File: src/rtl/ram_arbiter.sv
`default_nettype none
// +----------------------------------------------------------------------------+
// | Module      : ram_arbiter                                                  |
// | Description : Two-requester round-robin arbiter and sequencer in front of  |
// |               a 64 x 8 single-port RAM with registered read output.        |
// |               One read or write in flight at a time; completion pulse and  |
// |               per-requester held read data.                                |
// | Revision    : 1.0 - initial release                                        |
// +----------------------------------------------------------------------------+
module ram_arbiter #(
  parameter int AW = 6,
  parameter int DW = 8
) (
  input  logic          clk,
  input  logic          rst,
  input  logic          req0,
  input  logic          req1,
  input  logic          wr0,
  input  logic          wr1,
  input  logic [AW-1:0] addr0,
  input  logic [AW-1:0] addr1,
  input  logic [DW-1:0] wdata0,
  input  logic [DW-1:0] wdata1,
  output logic          gnt0,
  output logic          gnt1,
  output logic          done0,
  output logic          done1,
  output logic [DW-1:0] rdata0,
  output logic [DW-1:0] rdata1,
  output logic          busy,
  output logic          ram_we,
  output logic [DW-1:0] ram_data,
  output logic [AW-1:0] ram_read_addr,
  output logic [AW-1:0] ram_write_addr,
  input  logic [DW-1:0] ram_out
);

  typedef enum logic [1:0] {
    IDLE   = 2'd0,
    ACCESS = 2'd1,
    WAIT   = 2'd2
  } state_t;

  state_t r_state;
  logic   r_last;   // requester granted most recently
  logic   r_owner;  // requester owning the operation in flight
  logic   r_op_wr;  // operation in flight is a write

  // Winner selection: on contention pick the requester that was not granted last
  logic          w_any;
  logic          w_pick1;
  logic          w_sel_wr;
  logic [AW-1:0] w_sel_addr;
  logic [DW-1:0] w_sel_wdata;

  assign w_any       = req0 | req1;
  assign w_pick1     = (req0 & req1) ? ~r_last : req1;
  assign w_sel_wr    = w_pick1 ? wr1    : wr0;
  assign w_sel_addr  = w_pick1 ? addr1  : addr0;
  assign w_sel_wdata = w_pick1 ? wdata1 : wdata0;

  // Sequencer FSM: grant in IDLE, drive the RAM in ACCESS, capture read data in WAIT
  always_ff @(posedge clk or posedge rst) begin
    if (rst) begin
      r_state        <= IDLE;
      r_last         <= 1'b1;
      r_owner        <= 1'b0;
      r_op_wr        <= 1'b0;
      gnt0           <= 1'b0;
      gnt1           <= 1'b0;
      done0          <= 1'b0;
      done1          <= 1'b0;
      rdata0         <= '0;
      rdata1         <= '0;
      busy           <= 1'b0;
      ram_we         <= 1'b0;
      ram_data       <= '0;
      ram_read_addr  <= '0;
      ram_write_addr <= '0;
    end else begin
      // Pulses default low; they are raised for exactly one cycle below
      gnt0   <= 1'b0;
      gnt1   <= 1'b0;
      done0  <= 1'b0;
      done1  <= 1'b0;
      ram_we <= 1'b0;
      case (r_state)
        IDLE: begin
          if (w_any) begin
            r_owner <= w_pick1;
            r_last  <= w_pick1;
            r_op_wr <= w_sel_wr;
            gnt0    <= ~w_pick1;
            gnt1    <= w_pick1;
            busy    <= 1'b1;
            r_state <= ACCESS;
            // RAM pins are loaded here so they are stable for the whole ACCESS cycle
            if (w_sel_wr) begin
              ram_we         <= 1'b1;
              ram_write_addr <= w_sel_addr;
              ram_data       <= w_sel_wdata;
            end else begin
              ram_read_addr  <= w_sel_addr;
            end
          end
        end
        ACCESS: begin
          if (r_op_wr) begin
            // Write lands at this edge; report completion in the next IDLE cycle
            done0   <= ~r_owner;
            done1   <= r_owner;
            busy    <= 1'b0;
            r_state <= IDLE;
          end else begin
            r_state <= WAIT;
          end
        end
        WAIT: begin
          // ram_out now holds the addressed byte
          if (r_owner) begin
            rdata1 <= ram_out;
          end else begin
            rdata0 <= ram_out;
          end
          done0   <= ~r_owner;
          done1   <= r_owner;
          busy    <= 1'b0;
          r_state <= IDLE;
        end
        default: begin
          busy    <= 1'b0;
          r_state <= IDLE;
        end
      endcase
    end
  end

endmodule
`default_nettype wire

File: config.mk
export PLATFORM = sky130hd
export DESIGN_NAME = ram_arbiter
export DESIGN_NICKNAME = d
export VERILOG_FILES = /design/src/rtl/ram_arbiter.sv
export SDC_FILE = /design/constraint.sdc
export NUM_CORES = 1
export LEC_CHECK = 0
export ABC_AREA = 1
export BUFFER_PORTS_ARGS = -buffer_cell sky130_fd_sc_hd__buf_2
export CAP_MARGIN = 0
export CELL_PAD_IN_SITES_DETAIL_PLACEMENT = 1
export CELL_PAD_IN_SITES_GLOBAL_PLACEMENT = 2
export CORE_MARGIN = 2
export CORE_UTILIZATION = 24
export DETAILED_ROUTE_END_ITERATION = 7
export PLACE_DENSITY = 0.78
export SLEW_MARGIN = 25
export SYNTH_ARGS = -nofsm -noshare
export SYNTH_HDL_FRONTEND = slang
export SYNTH_SLANG_ARGS = --single-unit
File: constraint.sdc
create_clock -name clk -period 1.4 [get_ports clk]
set_input_delay 0.21 -clock clk [delete_from_list [all_inputs] [get_ports clk]]
set_output_delay 0.21 -clock clk [all_outputs]
set_load 0.005 [all_outputs]
## Word level (Yosys, flattened, before mapping)

Cells that the tools add are included.

| operators by class | value |
|---|---|
| reduce and logical (&&, ||, !) cells | 7 |
| equal/unequal tests | 4 |
| bitwise gates (word level) | 6 |
| multiplexer cells | 21 |

Operator list:

| kind | number |
|---|---|
| 2-to-1 mux 1 bit | 13 |
| 2-to-1 mux 8 bit | 1 |
| AND reduction 2 bit | 4 |
| 2-to-1 mux 6 bit | 1 |
| one-hot mux 1 bit (2 select lines) | 3 |
| AND reduction 3 bit | 2 |
| 2-to-1 mux 2 bit | 2 |
| inequality test 2 bit (second input constant) | 2 |
| NOT 1 bit | 4 |
| one-hot mux 2 bit (2 select lines) | 1 |
| == test 2 x 1 -> 1 bit (second input constant) | 1 |
| == test 2 bit (second input constant) | 1 |
| logical NOT 2 bit | 1 |
| AND 1 bit | 1 |
| OR 1 bit | 1 |

| storage, ports and cells | value |
|---|---|
| input port bits | 42 |
| register bits after elaboration | 47 |
| output and inout port bits | 42 |

## Depth between registers and ports, before layout

Gate-level depths: netlist of the first run.

| depth | value |
|---|---|
| depth in word-level cells | 6 |
| gate-level depth with buffers | 8 |
| mapped depth without buffers | 7 |

## Worst setup path before layout of the first run

No wires, ideal clock.

| timing path | value |
|---|---|
| kind | register to register |
| start point | register r_state[0] |
| end point | register ram_data[4] |
| stages on the path, launching flop included | 9 |
| path buffers | 1 |
| arrival time | 1,243 ps |
| path slack | 39 ps |
| setup time | 117 ps |
| path through | dfrtp_1 inv_1 ha_1 inv_1 nor2_8 nand3_4 buf_6 nand2_1 nand2_1 |

| on the way | value |
|---|---|
| cells in the longest elaborated chain, start to end | 2 |

Ends and longest elaborated chain:

| element | RTL line | source |
|---|---|---|
| start: declaration | 44 | `state_t r_state;` |
| start signal: assignment | 65 | `r_state <= IDLE;` |
| start signal: assignment | 96 | `r_state <= ACCESS;` |
| start signal: assignment | 113 | `r_state <= IDLE;` |
| logical NOT 2 bit | 87 | `case (r_state)` |
| AND reduction 3 bit (no source line) | - |  |
| end signal: assignment | 101 | `ram_data <= w_sel_wdata;` |
| end: declaration | 32 | `output logic [DW-1:0] ram_data,` |

No other way between the ends.
A chain may end at the register's enable or synchronous reset.

## Final worst setup path of the first run

| timing path | value |
|---|---|
| start point | register r_state[1] |
| end point | register ram_write_addr[1] |

| on the way | value |
|---|---|
| cells in the longest elaborated chain, start to end | 2 |

Ends and longest elaborated chain:

| element | RTL line | source |
|---|---|---|
| logical NOT 2 bit | 87 |  |
| AND reduction 3 bit (no source line) | - |  |
| end signal: assignment | 100 | `ram_write_addr <= w_sel_addr;` |
| end: declaration | 34 | `output logic [AW-1:0] ram_write_addr,` |

No other way between the ends.

==> flow_summary_export.csv, run 1 <==
group,metric,value,unit
global_routing,grt_first_pass_wirelength,10070,um
worst_setup_path,critPathSlowestCell,"dfrtp_1",
placement,dp.cells,440,
worst_setup_path,cp_slowest_stage_delay,390,ps
worst_setup_path,crit_buf_inv,2,
cts,insertion_delay,300,ps
yosys,syn_avg_cell_area,8.753,sq um
run_status,status,"finished clean",
yosys,synth_top_area_frac,0.5303,
global_routing,antenna_found_initial,0,
route,ant_nets,0,
global_routing,grt_overflow,0,
power_and_ir_drop,clkPwrFrac,0.152,
timing,fin_crit,1303,ps
route,routed_wl,6061,um
yosys,ys_seq_area_frac,0.5424,
worst_hold_path,hold_class,"input port to flop",
power_and_ir_drop,power.density,1871,mW/mm^2
floorplanning,io_pins,84,
route,drc,0,
placement,dp.final_hpwl,4508,um
flow_run,max_cap_viol_count,0,
floorplanning,row_count,34,
timing,drv_slew,0,
worst_setup_path,cp_max_fo,8,
placement,io_buffers,83,
route,drt_iter0_markers,41,
power_and_ir_drop,power.leakage,1.670,nW
floorplanning,die_w,99.11,um
final_layout,area_delta_synth_final,34.58,%
timing,skew,9.152,ps
timing,hold_violations,0,
yosys,ys_ff_latch,47,
route,drtPass1Iterations,4,
placement,place_ws,-1.188,ps
yosys,yosys.area.top_type,"dfrtp_1",
final_layout,layout.cells.non_filler,451,
power_and_ir_drop,p_switching,2.107,mW
floorplanning,core_area,0.008763,sq mm
cts,clock_sinks,47,
yosys,synthDistinctLibCells,18,
floorplanning,start_util,0.2477,
timing,worst_slack,96.96,ps
cts,cts_root_buffer,"clkbuf_8",
worst_setup_path,critical_path.cell_chain,"inv_1 -> ha_4 -> inv_2 -> nor2_8 -> nand3_4 -> nand2_2 -> nand2_1",
power_and_ir_drop,vdd_drop_max,0.0004434,V
power_and_ir_drop,pwr-share-seq,0.421,
power_and_ir_drop,pwr-share-comb,0.427,
global_routing,first_global_vias,2039,
worst_setup_path,critical_path_class,"flop to flop",
power_and_ir_drop,p_int,3.359,mW
cts,cts-htree-levels,2,
timing,setup_viol,0,
placement,place_congestion,0.6870,
yosys,syn_inst,248,
timing,worst_pin_slew,259.7,ps
route,drt-vias-per-instance,4.279,
timing,slew_headroom,0.8269,
worst_setup_path,end_kind,"flop",
cts,clk_pin_slew,90,ps
worst_setup_path,critPathRequiredTime,1600,ps
timing,finalCritPeriodShare,0.9307,
floorplanning,die-area,0.009822,sq mm
cts,numCtsBuffers,5,
global_routing,grt_max_degree,48,
worst_setup_path,startpoint_type,"flop",
yosys,yosys_warnings,0,
final_layout,final_cell_mix,"90 x nand2_1, 83 x buf_2, 46 x dfrtp_1",
final_layout,antenna_cells,0,
final_layout,final_common_cell,"nand2_1",
yosys,syn-num-nets,294,
final_layout,nNetsFinal,388,
final_layout,drive_above_1_share,0.3586,
route,vias,1930,
cts,cts_tree,"built",
cts,clk_path_buf_depth,2,
floorplanning,die_h,99.11,um
power_and_ir_drop,p_total,5.465,mW
power_and_ir_drop,switching_share,0.3855,
yosys,synth_area,0.002171,sq mm
worst_setup_path,crit_arrival,1510,ps
yosys,yosys-top-cells-area,"dfrtp_1 53%, nand2_1 16%, nand3_1 9.0%",
route,wl_per_cell,13.44,um
global_routing,track_usage,0.1278,
timing,fmax,767.4,MHz
worst_setup_path,critical-path-top-delay-family,"simple AND/OR/NAND/NOR gates",
==> flip-flops by register name, summed over array words and instances, names as in the netlist <==
name,count
r_state,2
gnt1,1
done1,1
ram_data,8
r_op_wr,1
busy,1
rdata0,8
r_owner,1
ram_read_addr,6
r_last,1
ram_we,1
done0,1
gnt0,1
rdata1,8
ram_write_addr,6
==> power by group through the flow <==
stage          registers, mW  logic, mW  clock network, mW
4_1_cts                 2.31       2.33              0.866
5_1_grt                 2.38       2.67              0.936
3_3_place_gp            2.32       2.21                  0
3_5_place_dp            2.32       2.28                  0
2_1_floorplan           2.34       1.15                  0
6_report                2.30       2.33              0.831
==> routing by layer <==
layer / wire, um / global-route usage / up-vias
met5: 0 / 0 / -
met4: 38 / 0.02213 / 0
met3: 490 / 0.04146 / 4
met2: 2771 / 0.2110 / 69
met1: 2760 / 0.1669 / 878
li1: - / - / 979
==> Yosys cell counts (all sizes together) <==
cell type	count
nor2	3
nand2	99
a21oi	3
clkbuf	1
buf	9
ha	4
nand3	41
dfstp	1
dfrtp	46
inv	21
o21ai	20
==> tightest hold or removal path, stage by stage <==
cell and delay [ps]:
buf_2 90, inv_1 50, o21ai_0 80
==> timing repair <==
item                       CTS  global route
hold endpoints to repair    46             0
hold buffers                 1             0
pin swaps                    1             4
setup endpoints to repair   20            24
setup buffers                0             1
gates resized for setup      3             8
gates cloned                 1             0
==> final timing paths <==
kind                                             start                            end  depth (start not counted)  slack, ps
worst max-delay path            r_state[1]$_DFFE_PP0P_  ram_write_addr[1]$_DFFE_PP0P_                          7        100
worst min-delay path                        ram_out[6]          rdata1[6]$_DFFE_PP0P_                          3        180
worst max register to register  r_state[1]$_DFFE_PP0P_  ram_write_addr[1]$_DFFE_PP0P_                          7        100
worst min register to register   rdata1[3]$_DFFE_PP0P_          rdata1[3]$_DFFE_PP0P_                          2        490
max in group asynchronous                          rst             r_last$_DFFE_PP1P_                          4        640
min in group asynchronous                          rst               ram_we$_DFF_PP0_                          4        480
==> logic make-up after synthesis <==
| family | synth area share |
|---|---|
| AOI/OAI and AO/OA | 0.05303 |
| adders and majority gates | 0.02306 |
| buffers and inverters | 0.07031 |
| DFF | 0.5424 |
| and+or+nand+nor | 0.3112 |
==> through the flow <==
stage | instance area, sq um | util | hold slack, ps | TNS (ps)
3_5_place_dp | 2768 | 0.3158 | 276.8 | -1.188
6_report | 2922 | 0.3334 | 177.7 | 0
2_1_floorplan | 2171 | - | 368.5 | 0
5_1_grt | 2922 | 0.3334 | 175.9 | -16.52
3_3_place_gp | 2768 | 0.3158 | 271.2 | 0
4_1_cts | 2892 | 0.3300 | 174.2 | 0
==> area by class of cell <==
cell class                      count  area (sq um)
Clock inverter                      3         18.77
Inverter                           21         78.83
Fill cell                        1092          5842
Clock buffer                        5         68.82
Sequential cell                    47          1177
Tap cell                          108         135.1
Multi-Input combinational cell    171         885.9
Timing Repair Buffer               96         556.8
(Power assumes the default switching activity.)
==> inputs of run 2 (changes only) <==
--- a/config.mk
+++ b/config.mk
@@ -14,6 +14,7 @@
 export CORE_UTILIZATION = 24
 export DETAILED_ROUTE_END_ITERATION = 7
 export PLACE_DENSITY = 0.78
+export SETUP_SLACK_MARGIN = 0.1
 export SLEW_MARGIN = 25
 export SYNTH_ARGS = -nofsm -noshare
 export SYNTH_HDL_FRONTEND = slang
==> flow_summary_export.csv, run 2 (synthesized netlist as in run 1, its figures left out) <==
group,metric,value,unit
run_status,status,"finished clean",
cts,numCtsBuffers,5,
global_routing,antenna_found_initial,0,
final_layout,antenna_cells,0,
worst_setup_path,cp_max_fo,8,
timing,fmax,769.5,MHz
worst_setup_path,crit_buf_inv,2,
global_routing,top_usage_layer,"met2",
global_routing,first_global_vias,2127,
worst_setup_path,critical-path-top-delay-family,"simple AND/OR/NAND/NOR gates",
global_routing,gr-usage-met1,0.1806,
cts,cts_root_buffer,"clkbuf_8",
placement,place_congestion,0.7230,
flow_run,max_cap_viol_count,0,
route,wl_per_cell,14.59,um
floorplanning,start_util,0.2477,
global_routing,grt_max_degree,48,
final_layout,seq_area,0.001177,sq mm
power_and_ir_drop,power.density,1924,mW/mm^2
final_layout,area_delta_synth_final,41.84,%
route,drtPass1Iterations,4,
final_layout,reg.largest.list,"ram_data: 8 flops, rdata0: 8 flops, rdata1: 8 flops",
global_routing,grt_overflow,0,
global_routing,track_usage,0.1352,
worst_setup_path,startpoint_type,"flop",
placement,dp.final_hpwl,4660,um
route,drt_iter0_markers,42,
worst_setup_path,critPathRequiredTime,1600,ps
route,drc,0,
cts,cts_tree,"built",
cts,clock_sinks,47,
final_layout,nFillCells,1049,
final_layout,drive_above_1_share,0.3994,
placement,io_buffers,83,
power_and_ir_drop,power.leakage,1.712,nW
final_layout,utilization,0.3514,
timing,finalCritPeriodShare,0.9282,
global_routing,gr-usage-met3,0.04287,
worst_setup_path,crit_arrival,1500,ps
worst_setup_path,critPathSlowestCell,"dfrtp_1",
floorplanning,core_area,0.008763,sq mm
cts,clk_path_buf_depth,2,
worst_setup_path,cp_slowest_stage_delay,410,ps
route,ant_nets,0,
cts,clk_pin_slew,100,ps
global_routing,grt_first_pass_wirelength,10610,um
floorplanning,die_w,99.11,um
timing,fin_crit,1299,ps
timing,hold_violations,0,
timing,timing.setup.tns,0,ps
final_layout,nNetsFinal,393,
worst_setup_path,critical_path.cell_chain,"inv_2 -> ha_4 -> inv_4 -> nor2_8 -> nand3_4 -> nand2_2 -> nand2_1",
worst_setup_path,critical_path_class,"flop to flop",
timing,skew,8.107,ps
global_routing,met2_usage,0.2115,
floorplanning,die_h,99.11,um
cts,cts-htree-levels,2,
route,routed_wl,6653,um
floorplanning,row_count,34,
timing,setup_viol,0,
timing,drv_slew,0,
worst_setup_path,end_kind,"flop",
route,vias,2016,
final_layout,final_common_cell,"buf_2",
timing,worst_pin_slew,275.4,ps
floorplanning,die-area,0.009822,sq mm
timing,rsz0062_at_grt,"true",
floorplanning,io_pins,84,
power_and_ir_drop,vdd_drop_max,0.0006131,V
final_layout,final_cell_mix,"83 x buf_2, 82 x nand2_1, 46 x dfrtp_1",
cts,insertion_delay,310,ps
route,drt-vias-per-instance,4.421,
final_layout,multi_input_area,939.7,sq um
worst_hold_path,hold_class,"input port to flop",
timing,slew_headroom,0.8164,
run 2: changes by cell type in the layout (fill, tap and decap cells not counted), sizes merged:
cell,change
buf,+5
bufinv,+1
clkinvlp,+2
clkinv,-2
inv,-1
run 2: metal layers:
metal / wire length [um] / part of all wire / vias up
li1: - / - / 990
met1: 2977 / 0.45 / 942
met2: 3069 / 0.46 / 76
met3: 512 / 0.077 / 8
met4: 93 / 0.014 / 0
met5: 0 / 0 / -
run 2: layout make-up:
type / count / area share
multi-input combinational: 171 / 0.3052
timing repair buffer: 101 / 0.2036
sequential: 47 / 0.3824
tap: 108 / 0.04388
clock inverter: 3 / 0.01503
clock buffer: 5 / 0.02235
inverter: 21 / 0.02763
run 2: worst paths after layout:
path | startpoint | to | slack (ps) | cells past startpoint
max | r_state[0]$_DFFE_PP0P_ | ram_data[5]$_DFFE_PP0P_ | 100 | 7
min | ram_out[0] | rdata0[0]$_DFFE_PP0P_ | 160 | 3
max reg2reg | r_state[0]$_DFFE_PP0P_ | ram_data[5]$_DFFE_PP0P_ | 100 | 7
min reg2reg | ram_write_addr[1]$_DFFE_PP0P_ | ram_write_addr[1]$_DFFE_PP0P_ | 470 | 2
max in group asynchronous | rst | r_last$_DFFE_PP1P_ | 610 | 4
min in group asynchronous | rst | ram_we$_DFF_PP0_ | 510 | 4
run 2: power by group:
| group | internal [mW] | switching [mW] |
|---|---|---|
| logic | 1.17 | 1.41 |
| clock network | 0.539 | 0.504 |
| registers | 1.97 | 0.332 |
| total | 3.67 | 2.25 |
run 2: through the flow:
step / setup WS [ps] / cells / hold WS (ps) / cell area [sq um] / total power [mW]
finish: 100.5 / 456 / 155.1 / 3079 / 5.924
global route: 27.14 / 456 / 153.4 / 3079 / 6.438
floorplan: 104.5 / 248 / 232.9 / 2177 / 3.508
detailed placement: 22.92 / 439 / 300.8 / 2766 / 4.612
global placement: 76.29 / 439 / 296.0 / 2766 / 4.537
CTS: 103.7 / 452 / 153.1 / 2995 / 5.836
run 2: worst reg2reg max path: cells and delay by family (launching register included):
| family | cells | cell delay [ps] |
|---|---|---|
| AND/OR/NAND/NOR | 4 | 510 |
| flip-flops | 1 | 410 |
| adder cells (fa/ha/maj) | 1 | 140 |
| buffers and inverters | 2 | 130 |
run 2: timing repair:
item                                   in CTS  in global routing
setup endpoints to repair                  24                 42
pin swaps                                   4                  9
setup buffers                               3                  4
endpoints found under the hold margin      46                  0
hold buffers                                1                  0
resized for setup                           8                 19
gates cloned                                1                  0
==> inputs of run 3 (changes only) <==
--- a/config.mk
+++ b/config.mk
@@ -6,7 +6,7 @@
 export NUM_CORES = 1
 export LEC_CHECK = 0
 export ABC_AREA = 1
-export BUFFER_PORTS_ARGS = -buffer_cell sky130_fd_sc_hd__buf_2
+export BUFFER_PORTS_ARGS = -buffer_cell sky130_fd_sc_hd__clkbuf_2
 export CAP_MARGIN = 0
 export CELL_PAD_IN_SITES_DETAIL_PLACEMENT = 1
 export CELL_PAD_IN_SITES_GLOBAL_PLACEMENT = 2
==> flow_summary_export.csv, run 3 (synthesized netlist as in run 1, its figures left out) <==
group,metric,value,unit
placement,dp.final_hpwl,4801,um
placement,place_congestion,0.7281,
timing,slew_headroom,0.7082,
final_layout,seq_area,0.001177,sq mm
global_routing,antenna_found_initial,0,
worst_setup_path,startpoint_type,"flop",
final_layout,multi_input_area,938.4,sq um
route,drc,0,
global_routing,grt_first_pass_wirelength,10410,um
route,wl_per_cell,14.45,um
timing,setup_viol,0,
timing,fin_crit,1296,ps
timing,timing.setup.tns,0,ps
floorplanning,core_area,0.008763,sq mm
final_layout,area_delta_synth_final,40.81,%
worst_setup_path,r2r_setup_slack,100,ps
timing,rsz0062_at_grt,"true",
cts,cts-htree-levels,2,
floorplanning,die_w,99.11,um
cts,insertion_delay,290,ps
power_and_ir_drop,p_total,5.698,mW
power_and_ir_drop,power.density,1864,mW/mm^2
final_layout,nNetsFinal,395,
cts,cts_tree,"built",
route,ant_nets,0,
global_routing,grt_overflow,0,
floorplanning,row_count,34,
route,vias,2014,
global_routing,track_usage,0.1310,
cts,clock_sinks,47,
power_and_ir_drop,vdd_drop_max,0.0004799,V
final_layout,reg.largest.list,"ram_data: 8 flops, rdata0: 8 flops, rdata1: 8 flops",
worst_setup_path,end_kind,"flop",
flow_run,max_cap_viol_count,0,
final_layout,drive_above_1_share,0.3771,
route,routed_wl,6618,um
global_routing,grt_max_degree,23,
route,drt_iter0_markers,47,
final_layout,final_cell_mix,"89 x nand2_1, 83 x clkbuf_2, 46 x dfrtp_1",
worst_setup_path,critical_path_class,"flop to flop",
worst_setup_path,crit_arrival,1460,ps
floorplanning,io_pins,84,
cts,numCtsBuffers,5,
route,drt-vias-per-instance,4.397,
timing,fmax,771.3,MHz
timing,worst_pin_slew,436.8,ps
placement,io_buffers,83,
floorplanning,die-area,0.009822,sq mm
global_routing,first_global_vias,2115,
final_layout,antenna_cells,0,
floorplanning,die_h,99.11,um
timing,finalCritPeriodShare,0.9260,
worst_hold_path,hold_class,"input port to flop",
power_and_ir_drop,power.leakage,1.715,nW
timing,hold_violations,0,
timing,drv_slew,0,
timing,skew,8.720,ps
cts,clk_path_buf_depth,2,
final_layout,final_common_cell,"nand2_1",
worst_setup_path,cp_max_fo,8,
worst_setup_path,critPathRequiredTime,1560,ps
cts,cts_root_buffer,"clkbuf_8",
run_status,status,"finished clean",
floorplanning,start_util,0.2477,
cts,clk_pin_slew,90,ps
route,drtPass1Iterations,4,
final_layout,nFillCells,1054,
==> run 3: cell types whose count changed in the layout (fill, tap and decap cells not counted), moves of 2 or more <==
cell / before / now
buf_2: 83 / 0
clkbuf_1: 0 / 2
clkbuf_2: 0 / 83
nand2_1: 82 / 89
nand2_2: 12 / 4
nand2_4: 3 / 5
==> run 3: path summary, 6_finish.rpt <==
path                                                    start                       endpoint  cells after the start
worst max-delay path                       r_last$_DFFE_PP1P_            r_op_wr$_DFFE_PP0P_                      5
worst min-delay path                               ram_out[7]          rdata0[7]$_DFFE_PP0P_                      3
worst max register to register             r_last$_DFFE_PP1P_            r_op_wr$_DFFE_PP0P_                      5
worst min register to register  ram_write_addr[3]$_DFFE_PP0P_  ram_write_addr[3]$_DFFE_PP0P_                      2
max in group asynchronous                                 rst   ram_read_addr[1]$_DFFE_PP0P_                      4
min in group asynchronous                                 rst   ram_read_addr[2]$_DFFE_PP0P_                      3
==> run 3: layout make-up <==
| type | count | area share |
|---|---|---|
| inverter | 21 | 0.02783 |
| clock inverter | 1 | 0.001637 |
| multi-input combinational | 172 | 0.3070 |
| timing repair buffer | 102 | 0.2092 |
| tap | 108 | 0.04421 |
| sequential | 47 | 0.3852 |
| clock buffer | 7 | 0.02497 |
==> run 3: power by group <==
group / leakage, nW / internal (mW) / total, mW / switching [mW]
Clock: 0.0422 / 0.351 / 0.779 / 0.428
Combinational: 1.08 / 1.16 / 2.59 / 1.43
Sequential: 0.591 / 1.97 / 2.33 / 0.358
==> run 3: what timing repair did <==
item,4_1_cts,5_1_grt
hold endpoints to repair,14,0
buffers inserted,4,2
hold buffers,1,0
cloned,1,2
pin swaps,3,6
gates resized for setup,6,16
setup endpoints to repair,25,43
==> run 3: metrics by stage <==
| stage | worst slack [ps] | utilization | hold WS, ps | instance area, sq um | cells |
|---|---|---|---|---|---|
| after floorplan | 104.5 | - | 232.9 | 2177 | 248 |
| after global placement | 78.86 | 0.3165 | 227.8 | 2774 | 440 |
| after detailed placement | 7.726 | 0.3165 | 235.7 | 2774 | 440 |
| after CTS | 100.4 | 0.3367 | 161.8 | 2950 | 454 |
| after global routing | 20.91 | 0.3488 | 161.7 | 3057 | 458 |
| final | 103.5 | 0.3488 | 162.1 | 3057 | 458 |
==> run 3: layer usage <==
layer / track usage / part of all wire / up-vias
met4: 0.02107 / 0.0014 / 0
met5: 0 / 0 / -
met2: 0.2147 / 0.48 / 67
li1: - / - / 991
met1: 0.1739 / 0.45 / 954
met3: 0.04146 / 0.064 / 2
==> run 3: critical path, stage by stage, from the launching register on <==
cell	delay, ps
dfstp_2	600
nand2_8	100
nand2_8	110
nand2_4	90
nand3_4	160
o21ai_0	110
